<file path="src/rtl/can_pkg.sv">
// Shared types and constants for the CAN 2.0A frame transmitter.
package can_pkg;

  typedef enum logic [3:0] {
    ST_IDLE,
    ST_WAIT_BUS,
    ST_SOF,
    ST_ARB,
    ST_CTRL,
    ST_DATA,
    ST_CRC,
    ST_CRC_DEL,
    ST_ACK_SLOT,
    ST_ACK_DEL,
    ST_EOF,
    ST_IFS
  } can_state_e;

  localparam logic [14:0] CRC_POLY = 15'h4599;

  localparam int ID_BITS   = 11;
  localparam int DLC_BITS  = 4;
  localparam int CRC_BITS  = 15;
  localparam int EOF_BITS  = 7;
  localparam int IFS_BITS  = 3;
  localparam int IDLE_BITS = 11;
  localparam int ARB_BITS  = ID_BITS + 1;
  localparam int CTRL_BITS = DLC_BITS + 2;
  // id, rtr, ide, r0, dlc, payload: everything serialised ahead of the CRC
  localparam int SH_W      = ARB_BITS + CTRL_BITS + 64;

  function automatic logic [6:0] data_bits(input logic rtr, input logic [3:0] dlc);
    if (rtr)          return 7'd0;
    if (dlc > 4'd8)   return 7'd64;
    return {dlc, 3'b000};
  endfunction

endpackage

</file>
<file path="src/rtl/can_crc15.sv">
// Serial CRC-15 (CAN polynomial), one bit per shift enable, MSB-first feedback.
module can_crc15
  import can_pkg::*;
(
  input  logic        CLK,
  input  logic        clear,
  input  logic        shift_en,
  input  logic        bit_in,
  output logic [14:0] crc
);

  logic fb;
  assign fb = bit_in ^ crc[14];

  always_ff @(posedge CLK) begin
    if (clear)
      crc <= '0;
    else if (shift_en)
      crc <= {crc[13:0], 1'b0} ^ (fb ? CRC_POLY : 15'h0000);
  end

endmodule

</file>
<file path="src/rtl/can_frame_tx.sv">
// CAN 2.0A standard frame transmitter: request latch, bit timing, stuffing,
// CRC, arbitration-loss and ACK monitoring on RX.
module can_frame_tx
  import can_pkg::*;
#(
  parameter int BIT_CLKS  = 200,
  parameter int SAMPLE_PT = 140
)
(
  input  logic        CLK,
  input  logic        RST,
  input  logic        tx_valid,
  output logic        tx_ready,
  input  logic [10:0] tx_id,
  input  logic        tx_rtr,
  input  logic [3:0]  tx_dlc,
  input  logic [63:0] tx_data,
  input  logic        RX,
  output logic        TX,
  output logic        busy,
  output logic        done,
  output logic        ack_ok,
  output logic        arb_lost
);

  localparam int TW = $clog2(BIT_CLKS);

  can_state_e      state, state_n;
  logic [TW-1:0]   timer, timer_n;
  logic [6:0]      cnt, cnt_n;
  logic [6:0]      nbits, nbits_n;
  logic [2:0]      run, run_n;
  logic            is_stuff, is_stuff_n;
  logic [3:0]      idle_cnt, idle_n;
  logic [SH_W-1:0] sh, sh_n;
  logic [14:0]     crc_sh, crc_sh_n;
  logic [14:0]     crc;
  logic            tx_n, busy_n, done_n, ready_n, ack_n, arb_n;
  logic            crc_en, crc_bit, crc_clr;

  logic            wrap, sample, accept, in_stuff, bus_idle;
  can_state_e      seq_state;
  logic [6:0]      seq_cnt;
  logic            seq_bit, seq_sh, seq_crc_ld, seq_crc_sh, seq_end;

  assign wrap     = (timer == TW'(BIT_CLKS - 1));
  assign sample   = (timer == TW'(SAMPLE_PT));
  assign accept   = tx_valid & tx_ready;
  assign bus_idle = (idle_cnt == 4'(IDLE_BITS));
  assign in_stuff = state inside {ST_SOF, ST_ARB, ST_CTRL, ST_DATA, ST_CRC};
  assign crc_clr  = RST | accept;

  can_crc15 u_crc (
    .CLK      (CLK),
    .clear    (crc_clr),
    .shift_en (crc_en),
    .bit_in   (crc_bit),
    .crc      (crc)
  );

  // Next regular (non-stuff) bit of the frame following the current one.
  always_comb begin
    seq_state  = state;
    seq_cnt    = cnt + 7'd1;
    seq_bit    = 1'b1;
    seq_sh     = 1'b0;
    seq_crc_ld = 1'b0;
    seq_crc_sh = 1'b0;
    seq_end    = 1'b0;
    unique case (state)
      ST_SOF: begin
        seq_state = ST_ARB;
        seq_cnt   = '0;
        seq_bit   = sh[SH_W-1];
        seq_sh    = 1'b1;
      end
      ST_ARB: begin
        seq_bit = sh[SH_W-1];
        seq_sh  = 1'b1;
        if (cnt == 7'(ARB_BITS - 1)) begin
          seq_state = ST_CTRL;
          seq_cnt   = '0;
        end
      end
      ST_CTRL, ST_DATA: begin
        if ((state == ST_CTRL && cnt == 7'(CTRL_BITS - 1) && nbits == 7'd0) ||
            (state == ST_DATA && cnt == nbits - 7'd1)) begin
          seq_state  = ST_CRC;
          seq_cnt    = '0;
          seq_bit    = crc[14];
          seq_crc_ld = 1'b1;
        end else begin
          seq_bit = sh[SH_W-1];
          seq_sh  = 1'b1;
          if (state == ST_CTRL && cnt == 7'(CTRL_BITS - 1)) begin
            seq_state = ST_DATA;
            seq_cnt   = '0;
          end
        end
      end
      ST_CRC: begin
        if (cnt == 7'(CRC_BITS - 1)) begin
          seq_state = ST_CRC_DEL;
          seq_cnt   = '0;
        end else begin
          seq_bit    = crc_sh[14];
          seq_crc_sh = 1'b1;
        end
      end
      ST_CRC_DEL:  seq_state = ST_ACK_SLOT;
      ST_ACK_SLOT: seq_state = ST_ACK_DEL;
      ST_ACK_DEL: begin
        seq_state = ST_EOF;
        seq_cnt   = '0;
      end
      ST_EOF: begin
        if (cnt == 7'(EOF_BITS - 1)) begin
          seq_state = ST_IFS;
          seq_cnt   = '0;
        end
      end
      ST_IFS: begin
        if (cnt == 7'(IFS_BITS - 1)) begin
          seq_state = ST_IDLE;
          seq_end   = 1'b1;
        end
      end
      default: ;
    endcase
  end

  always_comb begin
    state_n    = state;
    timer_n    = wrap ? '0 : timer + 1'b1;
    cnt_n      = cnt;
    nbits_n    = nbits;
    run_n      = run;
    is_stuff_n = is_stuff;
    sh_n       = sh;
    crc_sh_n   = crc_sh;
    tx_n       = TX;
    done_n     = 1'b0;
    ack_n      = ack_ok;
    arb_n      = arb_lost;
    crc_en     = 1'b0;
    crc_bit    = 1'b0;
    idle_n     = idle_cnt;
    if (sample)
      idle_n = !RX ? 4'd0 : (bus_idle ? idle_cnt : idle_cnt + 4'd1);

    unique case (state)
      ST_IDLE, ST_WAIT_BUS: begin
        tx_n = 1'b1;
        if (state == ST_IDLE && accept) begin
          sh_n    = {tx_id, tx_rtr, 2'b00, tx_dlc, tx_data};
          nbits_n = data_bits(tx_rtr, tx_dlc);
          ack_n   = 1'b0;
          arb_n   = 1'b0;
          state_n = ST_WAIT_BUS;
        end
        // SOF's leading zero leaves a zero-initialised CRC unchanged, so it is not shifted in.
        if ((state == ST_IDLE && accept && bus_idle) ||
            (state == ST_WAIT_BUS && wrap && bus_idle)) begin
          state_n    = ST_SOF;
          timer_n    = '0;
          tx_n       = 1'b0;
          cnt_n      = '0;
          run_n      = 3'd1;
          is_stuff_n = 1'b0;
        end
      end
      default: begin
        if (state == ST_ARB && sample && !is_stuff && TX && !RX) begin
          state_n = ST_IDLE;
          tx_n    = 1'b1;
          done_n  = 1'b1;
          arb_n   = 1'b1;
        end else begin
          if (state == ST_ACK_SLOT && sample)
            ack_n = ~RX;
          if (wrap) begin
            if (in_stuff && run == 3'd5) begin
              tx_n       = ~TX;
              is_stuff_n = 1'b1;
              run_n      = 3'd1;
            end else begin
              state_n    = seq_state;
              cnt_n      = seq_cnt;
              tx_n       = seq_bit;
              is_stuff_n = 1'b0;
              run_n      = (seq_bit == TX) ? run + 3'd1 : 3'd1;
              done_n     = seq_end;
              crc_en     = seq_sh;
              crc_bit    = seq_bit;
              if (seq_sh)     sh_n     = sh << 1;
              if (seq_crc_ld) crc_sh_n = {crc[13:0], 1'b0};
              if (seq_crc_sh) crc_sh_n = crc_sh << 1;
            end
          end
        end
      end
    endcase

    ready_n = (state_n == ST_IDLE);
    busy_n  = !ready_n;
  end

  always_ff @(posedge CLK) begin
    if (RST) begin
      state    <= ST_IDLE;
      timer    <= '0;
      cnt      <= '0;
      nbits    <= '0;
      run      <= '0;
      is_stuff <= 1'b0;
      idle_cnt <= '0;
      sh       <= '0;
      crc_sh   <= '0;
      TX       <= 1'b1;
      tx_ready <= 1'b0;
      busy     <= 1'b0;
      done     <= 1'b0;
      ack_ok   <= 1'b0;
      arb_lost <= 1'b0;
    end else begin
      state    <= state_n;
      timer    <= timer_n;
      cnt      <= cnt_n;
      nbits    <= nbits_n;
      run      <= run_n;
      is_stuff <= is_stuff_n;
      idle_cnt <= idle_n;
      sh       <= sh_n;
      crc_sh   <= crc_sh_n;
      TX       <= tx_n;
      tx_ready <= ready_n;
      busy     <= busy_n;
      done     <= done_n;
      ack_ok   <= ack_n;
      arb_lost <= arb_n;
    end
  end

endmodule

</file>
<file path="config.mk">
export PLATFORM = sky130hd
export DESIGN_NAME = can_frame_tx
export DESIGN_NICKNAME = d
export VERILOG_FILES = /design/src/rtl/can_pkg.sv /design/src/rtl/can_crc15.sv /design/src/rtl/can_frame_tx.sv
export SDC_FILE = /design/constraint.sdc
export NUM_CORES = 1
export LEC_CHECK = 0
export BUFFER_PORTS_ARGS = -buffer_cell sky130_fd_sc_hd__buf_2
export CELL_PAD_IN_SITES_DETAIL_PLACEMENT = 0
export CELL_PAD_IN_SITES_GLOBAL_PLACEMENT = 1
export CORE_AREA = 3 3 128 130
export CTS_CLUSTER_SIZE = 25
export DETAILED_ROUTE_END_ITERATION = 7
export DIE_AREA = 0 0 131 133
export PLACE_DENSITY = 0.93
export SETUP_SLACK_MARGIN = 0.2
export SYNTH_ARGS = -nofsm -noshare
export SYNTH_HDL_FRONTEND = slang
export SYNTH_SLANG_ARGS = --single-unit
</file>
<file path="constraint.sdc">
create_clock -name CLK -period 5.5 [get_ports CLK]
set_clock_uncertainty 0.05 [all_clocks]
set_input_delay 1.1 -clock CLK [delete_from_list [all_inputs] [get_ports CLK]]
set_output_delay 1.1 -clock CLK [all_outputs]
set_load 0.02 [all_outputs]
</file>
# Word-level counts from Yosys, hierarchy flattened
# Cells that the tools add are included.
# op_classes
add_sub_neg,5
order_cmp,1
eq_ne,27
mux,93
bitwise_logic,9
reduce_logical,41
# ops
op,n
82-bit 2-to-1 mux,6
7-bit 2-to-1 mux,14
4-bit 2-to-1 mux,14
15-bit 2-to-1 mux,3
1-bit 2-to-1 mux,43
4-bit one-hot mux with 9 select lines,1
7-bit one-hot mux with 5 select lines,1
8-bit 2-to-1 mux,3
"4-bit == test, second input constant",5
3-bit 2-to-1 mux,6
"4-bit by 3-bit == test with 1-bit output, second input constant",4
"8-bit == test, second input constant",2
15-bit XOR,1
"7-bit by 3-bit == test with 1-bit output, second input constant",2
"7-bit by 4-bit == test with 1-bit output, second input constant",2
1-bit logical AND,13
5-bit AND reduction,2
2-bit nonzero test,5
"8-bit by 1-bit adder with 8-bit output, second input constant",1
"4-bit by 2-bit == test with 1-bit output, second input constant",2
4-bit logical NOT,2
2-bit OR reduction,4
"7-bit by 1-bit adder with 7-bit output, second input constant",1
"7-bit by 2-bit == test with 1-bit output, second input constant",1
other kinds (25),38
# totals
ff_bits,152
in_bits,84
output_inout_bits,6
wordCells,192

# Depth between registers and ports, before layout
# Gate-level depths: netlist of the first run.
# logic_depth
ltp_word,13
depth_mapped,12
depth_no_buf,9

# By module
# Synthesis of the first run repeated with hierarchy kept, for this count alone.
# hier_totals
hier_cells,897
area_unflattened_um2,7621.1
# by_module_without_submodules
module,n_inst,cells_each,area_each_um2,seq_area_each_um2
can_frame_tx,1,832,6967.9,2662.6
can_crc15,1,65,653.1,300.3

# Least setup slack after synthesis of the first run
# No wires, ideal clock.
# synth_path
path_kind,input to register
start,input RX
end,register u_crc.crc[14]
setup_time_ns,0.070
t_arrival_ns,2.762
required_ns,5.380
slack_ns,2.618
cell_stages,7
path_buffers,1
path_cell_list,nor3b_1 a41oi_4 nand3_2 or4_4 buf_6 or4_1 a21oi_1
# synth_between
elab_chain_len,7
word_cells_on_any_way,9
classes_between,5 x mux; 2 x bitwise; 2 x reduce/logical
# synth_rtl
item,line,text
from (decl),can_frame_tx.sv:18,"input logic RX,"
1-bit logical NOT (*),can_frame_tx.sv:173,if (state == ST_ARB && sample && !is_stuff && TX && !RX) begin
1-bit logical AND (*),can_frame_tx.sv:173,
1-bit 2-to-1 mux,can_frame_tx.sv:173,
1-bit 2-to-1 mux,can_frame_tx.sv:151,unique case (state)
1-bit XOR,can_crc15.sv:13,assign fb = bit_in ^ crc[14];
15-bit 2-to-1 mux,can_crc15.sv:19,"crc <= {crc[13:0], 1'b0} ^ (fb ? CRC_POLY : 15'h0000);"
15-bit XOR,can_crc15.sv:19,
to (signal assigned),can_crc15.sv:19,
to (decl),can_crc15.sv:9,output logic [14:0] crc
# Every way passes the cells marked *; elsewhere a longest branch is shown, timed or not.
# A chain may end at the register's enable or synchronous reset.

# Final worst setup path of the first run
# layout_path
start,register state[3]
end,register sh[10]
# layout_between
elab_chain_len,8
word_cells_on_any_way,30
classes_between,9 x eq/ne; 3 x mux; 18 x reduce/logical
# layout_rtl
item,line,text
from (decl),can_frame_tx.sv:28,"can_state_e state, state_n;"
from (signal assigned),can_frame_tx.sv:226,state <= state_n;
4-bit by 3-bit == test with 1-bit output,"can_frame_tx.sv:50, can_frame_tx.sv:70, can_frame_tx.sv:86",
1-bit logical AND (2 in series),can_frame_tx.sv:86,if ((state == ST_CTRL && cnt == 7'(CTRL_BITS - 1) && nbits == 7'd0) ||
1-bit logical OR,can_frame_tx.sv:86,
1-bit 2-to-1 mux,can_frame_tx.sv:86,
1-bit one-hot mux with 2 select lines,can_frame_tx.sv:70,unique case (state)
2-bit nonzero test (no line),--,
5-bit AND reduction (no line),--,
to (signal assigned),can_frame_tx.sv:233,sh <= sh_n;
to (decl),can_frame_tx.sv:35,"logic [SH_W-1:0] sh, sh_n;"
# Parallel ways exist; a longest one is shown, timed or not.

==> reports/metrics.csv, run 1 <==
metric,value,unit
Simple-Gate Fraction of Synth Area,0.2770,
RSZ-0062 raised after global routing,false,
ant diodes,0,
Slew @ Worst Pin,1.163,ns
final worst slack,1.837,ns
row cnt,45,
vias per cell,5.515,
core area,15260,sq um
post-CTS sizing,0,
"worst slack, placed",1.628,ns
Max-cap violations,0,
yosys warns,0,
Net Switching,698.4,uW
die area,17420,sq um
"commonest non-fill, non-tap cell in the layout",nand2_1,
Power Internal,2.074,mW
Pwr Density,335.1,nW/um^2
outcome,"complete, no violations",
Synth Flop Type,dfxtp_1,
vias in the first global route,5885,
"EDFF count, synth",0,
Mapped Avg Cell Area,8.031,sq um
first-pass GRT wire length,28.08,mm
routability cong.,0.8541,
Sw Share,0.2519,
routed via count,6397,
Comb power frac,0.105,
Die W,131,microns
Adder-Cell Fraction of Synth Area,0.01570,
Final setup viols,0,
DRC Markers,0,
Clock Power Share,0.469,
GRT overflow,0,
synthesis-to-layout area growth,15.37,%
xor/xnor cell area share of the yosys netlist,0.01710,
DR iter-0 viols,556,
Mapped Nets,986,
clock buffer depth,2,
Die Ht,133,microns
routed wire length,16.40,mm
CP required,5.78,ns
final max-slew violation count,0,
all-layer global routing usage,0.1936,
Leak,3.114,nW
register area share after synthesis,0.4131,
sequential share of power,0.427,
non-filler instance count after layout,1160,
drt wl/cell,14.14,microns
Final nets,1029,
Hold Slack,0.4022,ns
Worst-Skew Late Latency,0.42,ns
Crit Path Max Fanout,109,
Root Driver,clkbuf_16,
CP peak stage delay,0.83,ns
CP Capture Type,register,
fraction of layout cells with a size suffix above 1,0.1538,
Netlist cell types,73,
Worst EP arrival,3.94,ns
"Reg clk slew, reported paths",0.06,ns
maximum VDD drop,0.2509,mV
Post-DP HPWL,10.37,mm
"Core Util, Final",0.5423,
initial antenna violation count,0,
design area,8274,sq um
IO buf count,89,
CTS H-tree lvls,4,
#FFs+latches synth,148,
CP Class,reg2reg,
pin count of the biggest net entering global routing,110,
relative slew slack,0.2245,
Synth Cell Area,7172,sq um
CP max-delay cell,dfxtp_1,
initial core utilization,0.4700,
Post-CTS Setup Bufs,0,
CTS tree,yes,
multiplexer share of the synthesized area,0.01814,
Top Family by Delay on Critical Path,simple AND/OR/NAND/NOR gates,
Clock Sinks,148,
"Cell Chain, Critical Path","nor3b_1, a41oi_4, nand3_2, or4_4, nand2_4, buf_12, nor2_1, a311oi_1",
Total Power,2.772,mW
Critical Path Source Type,register,
Initial DRT Pass Iterations,5,
worst path bufs/invs,1,
# hold bufs at CTS,0,
Final Cycle Share,0.6661,
main combinational cell family by area after synthesis,simple AND/OR/NAND/NOR gates,
Post-Syn Instances,893,
setup TNS,0,ns
CTS Buf Count,17,
FMAX,0.2730,GHz
Final min period,3.663,ns
Synth Area in Compound Gates,0.2059,
"Hold Vio Cnt, Final",0,
HP Class,reg2reg,
dpl cells,1128,
most frequent cells in the layout,"202 x nand2_1, 148 x dfxtp_1, 122 x nor2_1",
Placed Area,7612,sq um
Detail Route Antenna Nets,0,
Synth async-reset ratio,0,
I/O pins,90,
-- cells in the mapped netlist (13+ instances only) --
cell type / instances / share of area
clkbuf_1: 43 / 0.023
o21ai_0: 13 / 0.0091
a211oi_1: 13 / 0.014
nor3_1: 18 / 0.013
a311oi_1: 80 / 0.098
mux2i_1: 13 / 0.018
dfxtp_1: 148 / 0.41
buf_2: 19 / 0.013
a21oi_1: 29 / 0.020
nand2_1: 202 / 0.11
nand3_1: 24 / 0.017
nor2_1: 122 / 0.064
-- worst paths after layout --
check / startpoint / endpoint / slack [ns] / depth (start not counted)
hold reg to reg: sh[68] / sh[69] / 0.40 / 2
setup reg to reg: state[3] / sh[10] / 1.84 / 8
setup / recovery: state[3] / sh[10] / 1.84 / 8
hold / removal: sh[68] / sh[69] / 0.40 / 2
-- power groups by stage --
stage	combinational (mW)	sequential [mW]	clock, mW
6_report	0.290	1.18	1.30
5_1_grt	0.334	1.19	1.36
4_1_cts	0.294	1.18	1.32
3_5_place_dp	0.292	1.21	0
3_3_place_gp	0.286	1.21	0
2_1_floorplan	0.227	1.19	0
-- worst register-to-register path: cells and delay by family (launching register included) --
| kind | cells | cell delay, ns |
|---|---|---|
| AND/OR/NAND/NOR | 5 | 1.63 |
| AO/OA/AOI/OAI | 2 | 0.63 |
| buffers and inverters | 1 | 0.43 |
| flip-flops | 1 | 0.83 |
-- registers in the layout (all words and copies together), names as in the netlist, 3 cells and up --
signal,flops
state,4
crc_sh,14
nbits,4
cnt,7
sh,82
idle_cnt,4
timer,8
u_crc.crc,15
run,3
-- final cells by class --
cell class | count | area, sq um
Sequential cell | 148 | 2963
Clock buffer | 18 | 439.2
Inverter | 12 | 45.04
Fill cell | 1460 | 6984
Clock inverter | 14 | 222.7
Tap cell | 211 | 264.0
Multi-Input combinational cell | 663 | 3842
Timing Repair Buffer | 94 | 498.0
-- layer usage --
metal,share of wire,GRT usage,vias up
met5,0,0,-
met4,0.013,0.05829,0
met3,0.047,0.03916,15
met2,0.45,0.2912,136
met1,0.49,0.2784,2963
li1,-,-,3283
-- cell families (layout without fill, tap and decap cells) --
logic type | count (synthesis) | after routing
multiplexers | 13 | 13
buffers and inverters | 82 | 138
AND/OR/NAND/NOR | 438 | 438
XOR/XNOR | 14 | 14
adder cells (fa/ha/maj) | 9 | 9
flip-flops | 148 | 148
AO/OA/AOI/OAI | 189 | 189
No activity file was read; power rests on OpenSTA's default activity.
==> run 2: changes to the inputs <==
Settings changed: CORE_AREA 3 3 128 130 to 3 3 134 136, DIE_AREA 0 0 131 133 to 0 0 137 139, PLACE_DENSITY 0.93 to 0.86.
Clock period 5.5 ns to 3.5 ns, I/O delays scaled along.
==> reports/metrics.csv, run 2 (same netlist as run 1, synthesis figures left out) <==
metric,value,unit,change
I/O pins,90,,unchanged
"Reg clk slew, reported paths",0.07,ns,was 0.06 ns
clock buffer depth,2,,unchanged
all-layer global routing usage,0.1744,,was 0.1936
routed wire length,16.65,mm,was 16.40 mm
CTS Buf Count,17,,unchanged
Leak,3.145,nW,was 3.114 nW
FMAX,0.3360,GHz,was 0.2730 GHz
Largest regs,"sh: 82 flops, u_crc.crc: 15 flops, crc_sh: 14 flops",,unchanged
Clock Sinks,148,,unchanged
routed via count,6446,,was 6397
"Hold Vio Cnt, Final",0,,unchanged
core area,17060,sq um,was 15260 sq um
relative slew slack,0.4319,,was 0.2245
Critical Path Source Type,register,,unchanged
maximum VDD drop,0.3608,mV,was 0.2509 mV
DR iter-0 viols,456,,was 556
CP Class,reg2reg,,unchanged
Worst EP arrival,3.26,ns,was 3.94 ns
die area,19040,sq um,was 17420 sq um
Crit Path Max Fanout,76,,was 109
synthesis-to-layout area growth,15.93,%,was 15.37%
Die Ht,139,microns,was 133 microns
GRT overflow,0,,unchanged
Die W,137,microns,was 131 microns
Pwr Density,490.9,nW/um^2,was 335.1 nW/um^2
Slew @ Worst Pin,0.8522,ns,was 1.163 ns
first-pass GRT wire length,27.57,mm,was 28.08 mm
RSZ-0062 raised after global routing,false,,unchanged
HP Class,reg2reg,,unchanged
Hold Slack,0.4116,ns,was 0.4022 ns
Post-DP HPWL,11.01,mm,was 10.37 mm
initial antenna violation count,0,,unchanged
non-filler instance count after layout,1188,,was 1160
outcome,"complete, no violations",,unchanged
fraction of layout cells with a size suffix above 1,0.1661,,was 0.1538
setup TNS,0,ns,unchanged
max reg flops,82,,unchanged
final max-slew violation count,0,,unchanged
initial core utilization,0.4205,,was 0.4700
routability cong.,0.8380,,was 0.8541
dpl cells,1156,,was 1128
Final nets,1043,,was 1029
Final setup viols,0,,unchanged
CP Capture Type,register,,unchanged
CP required,3.78,ns,was 5.78 ns
DRC Markers,0,,unchanged
Final min period,2.976,ns,was 3.663 ns
vias in the first global route,5669,,was 5885
row cnt,48,,was 45
CTS tree,yes,,unchanged
ant diodes,0,,unchanged
IO buf count,89,,unchanged
"commonest non-fill, non-tap cell in the layout",nand2_1,,unchanged
vias per cell,5.426,,was 5.515
most frequent cells in the layout,"202 x nand2_1, 148 x dfxtp_1, 122 x nor2_1",,unchanged
drt wl/cell,14.02,microns,was 14.14 microns
CTS H-tree lvls,4,,unchanged
Root Driver,clkbuf_16,,unchanged
Max-cap violations,0,,unchanged
Initial DRT Pass Iterations,5,,unchanged
Reg with most FFs,sh,,unchanged
Placed Area,7747,sq um,was 7612 sq um
Detail Route Antenna Nets,0,,unchanged
Worst-Skew Late Latency,0.43,ns,was 0.42 ns
Total Power,4.082,mW,was 2.772 mW
design area,8314,sq um,was 8274 sq um
pin count of the biggest net entering global routing,86,,was 110
Final Cycle Share,0.8503,,was 0.6661
run 2: cell count changes in the layout (fill, tap and decap cells not counted), sizes merged:
cell,delta
inv,+8
buf,+14
clkinv,-3
bufinv,-5
run 2: final timing paths:
check	from	endpoint	slack [ns]	depth (start not counted)
setup / recovery	state[2]	sh[17]	0.52	8
hold / removal	sh[67]	sh[68]	0.41	2
setup reg to reg	state[2]	sh[17]	0.52	8
hold reg to reg	sh[67]	sh[68]	0.41	2
run 2: critical path: stages (launching register included):
cell and delay, ns:
dfxtp_1 0.67, nor3b_1 0.21, a41oi_4 0.35, nand3_2 0.20, or4_4 0.58, nand2_4 0.16, buf_12 0.28, nor2_1 0.08
a311oi_1 0.27
run 2: layer usage:
| layer | vias to the layer above | GRT usage | wire length, microns | share of wire |
|---|---|---|---|---|
| met4 | 0 | 0.05095 | 165 | 0.0099 |
| met5 | - | 0 | 0 | 0 |
| met2 | 129 | 0.2639 | 7584 | 0.46 |
| li1 | 3317 | - | - | - |
| met3 | 12 | 0.03846 | 686 | 0.041 |
| met1 | 2988 | 0.2486 | 8214 | 0.49 |
run 2: cell type report:
| type | count | area, sq um |
|---|---|---|
| Inverter | 12 | 45.04 |
| Clock buffer | 18 | 429.2 |
| Sequential cell | 148 | 2963 |
| Clock inverter | 14 | 132.6 |
| Timing Repair Buffer | 108 | 615.6 |
| Multi-Input combinational cell | 663 | 3847 |
| Fill cell | 1665 | 8742 |
| Tap cell | 225 | 281.5 |
run 2: timing repair:
item	in CTS	in global routing
hold buffers	0	0
endpoints found under the setup margin	0	1
buffers inserted	0	0
resized for setup	0	1
run 2: power breakdown:
| part | internal, mW | switching [mW] |
|---|---|---|
| clock network | 0.944 | 0.808 |
| logic | 0.187 | 0.288 |
| registers | 1.79 | 0.0646 |
| total | 2.92 | 1.16 |
run 2: stage by stage:
stage / util / setup WS, ns
floorplan: - / 0.9694
global placement: 0.4542 / 0.5984
detailed placement: 0.4542 / 0.5423
CTS: 0.4872 / 0.5271
global route: 0.4875 / 0.3259
finish: 0.4875 / 0.5239
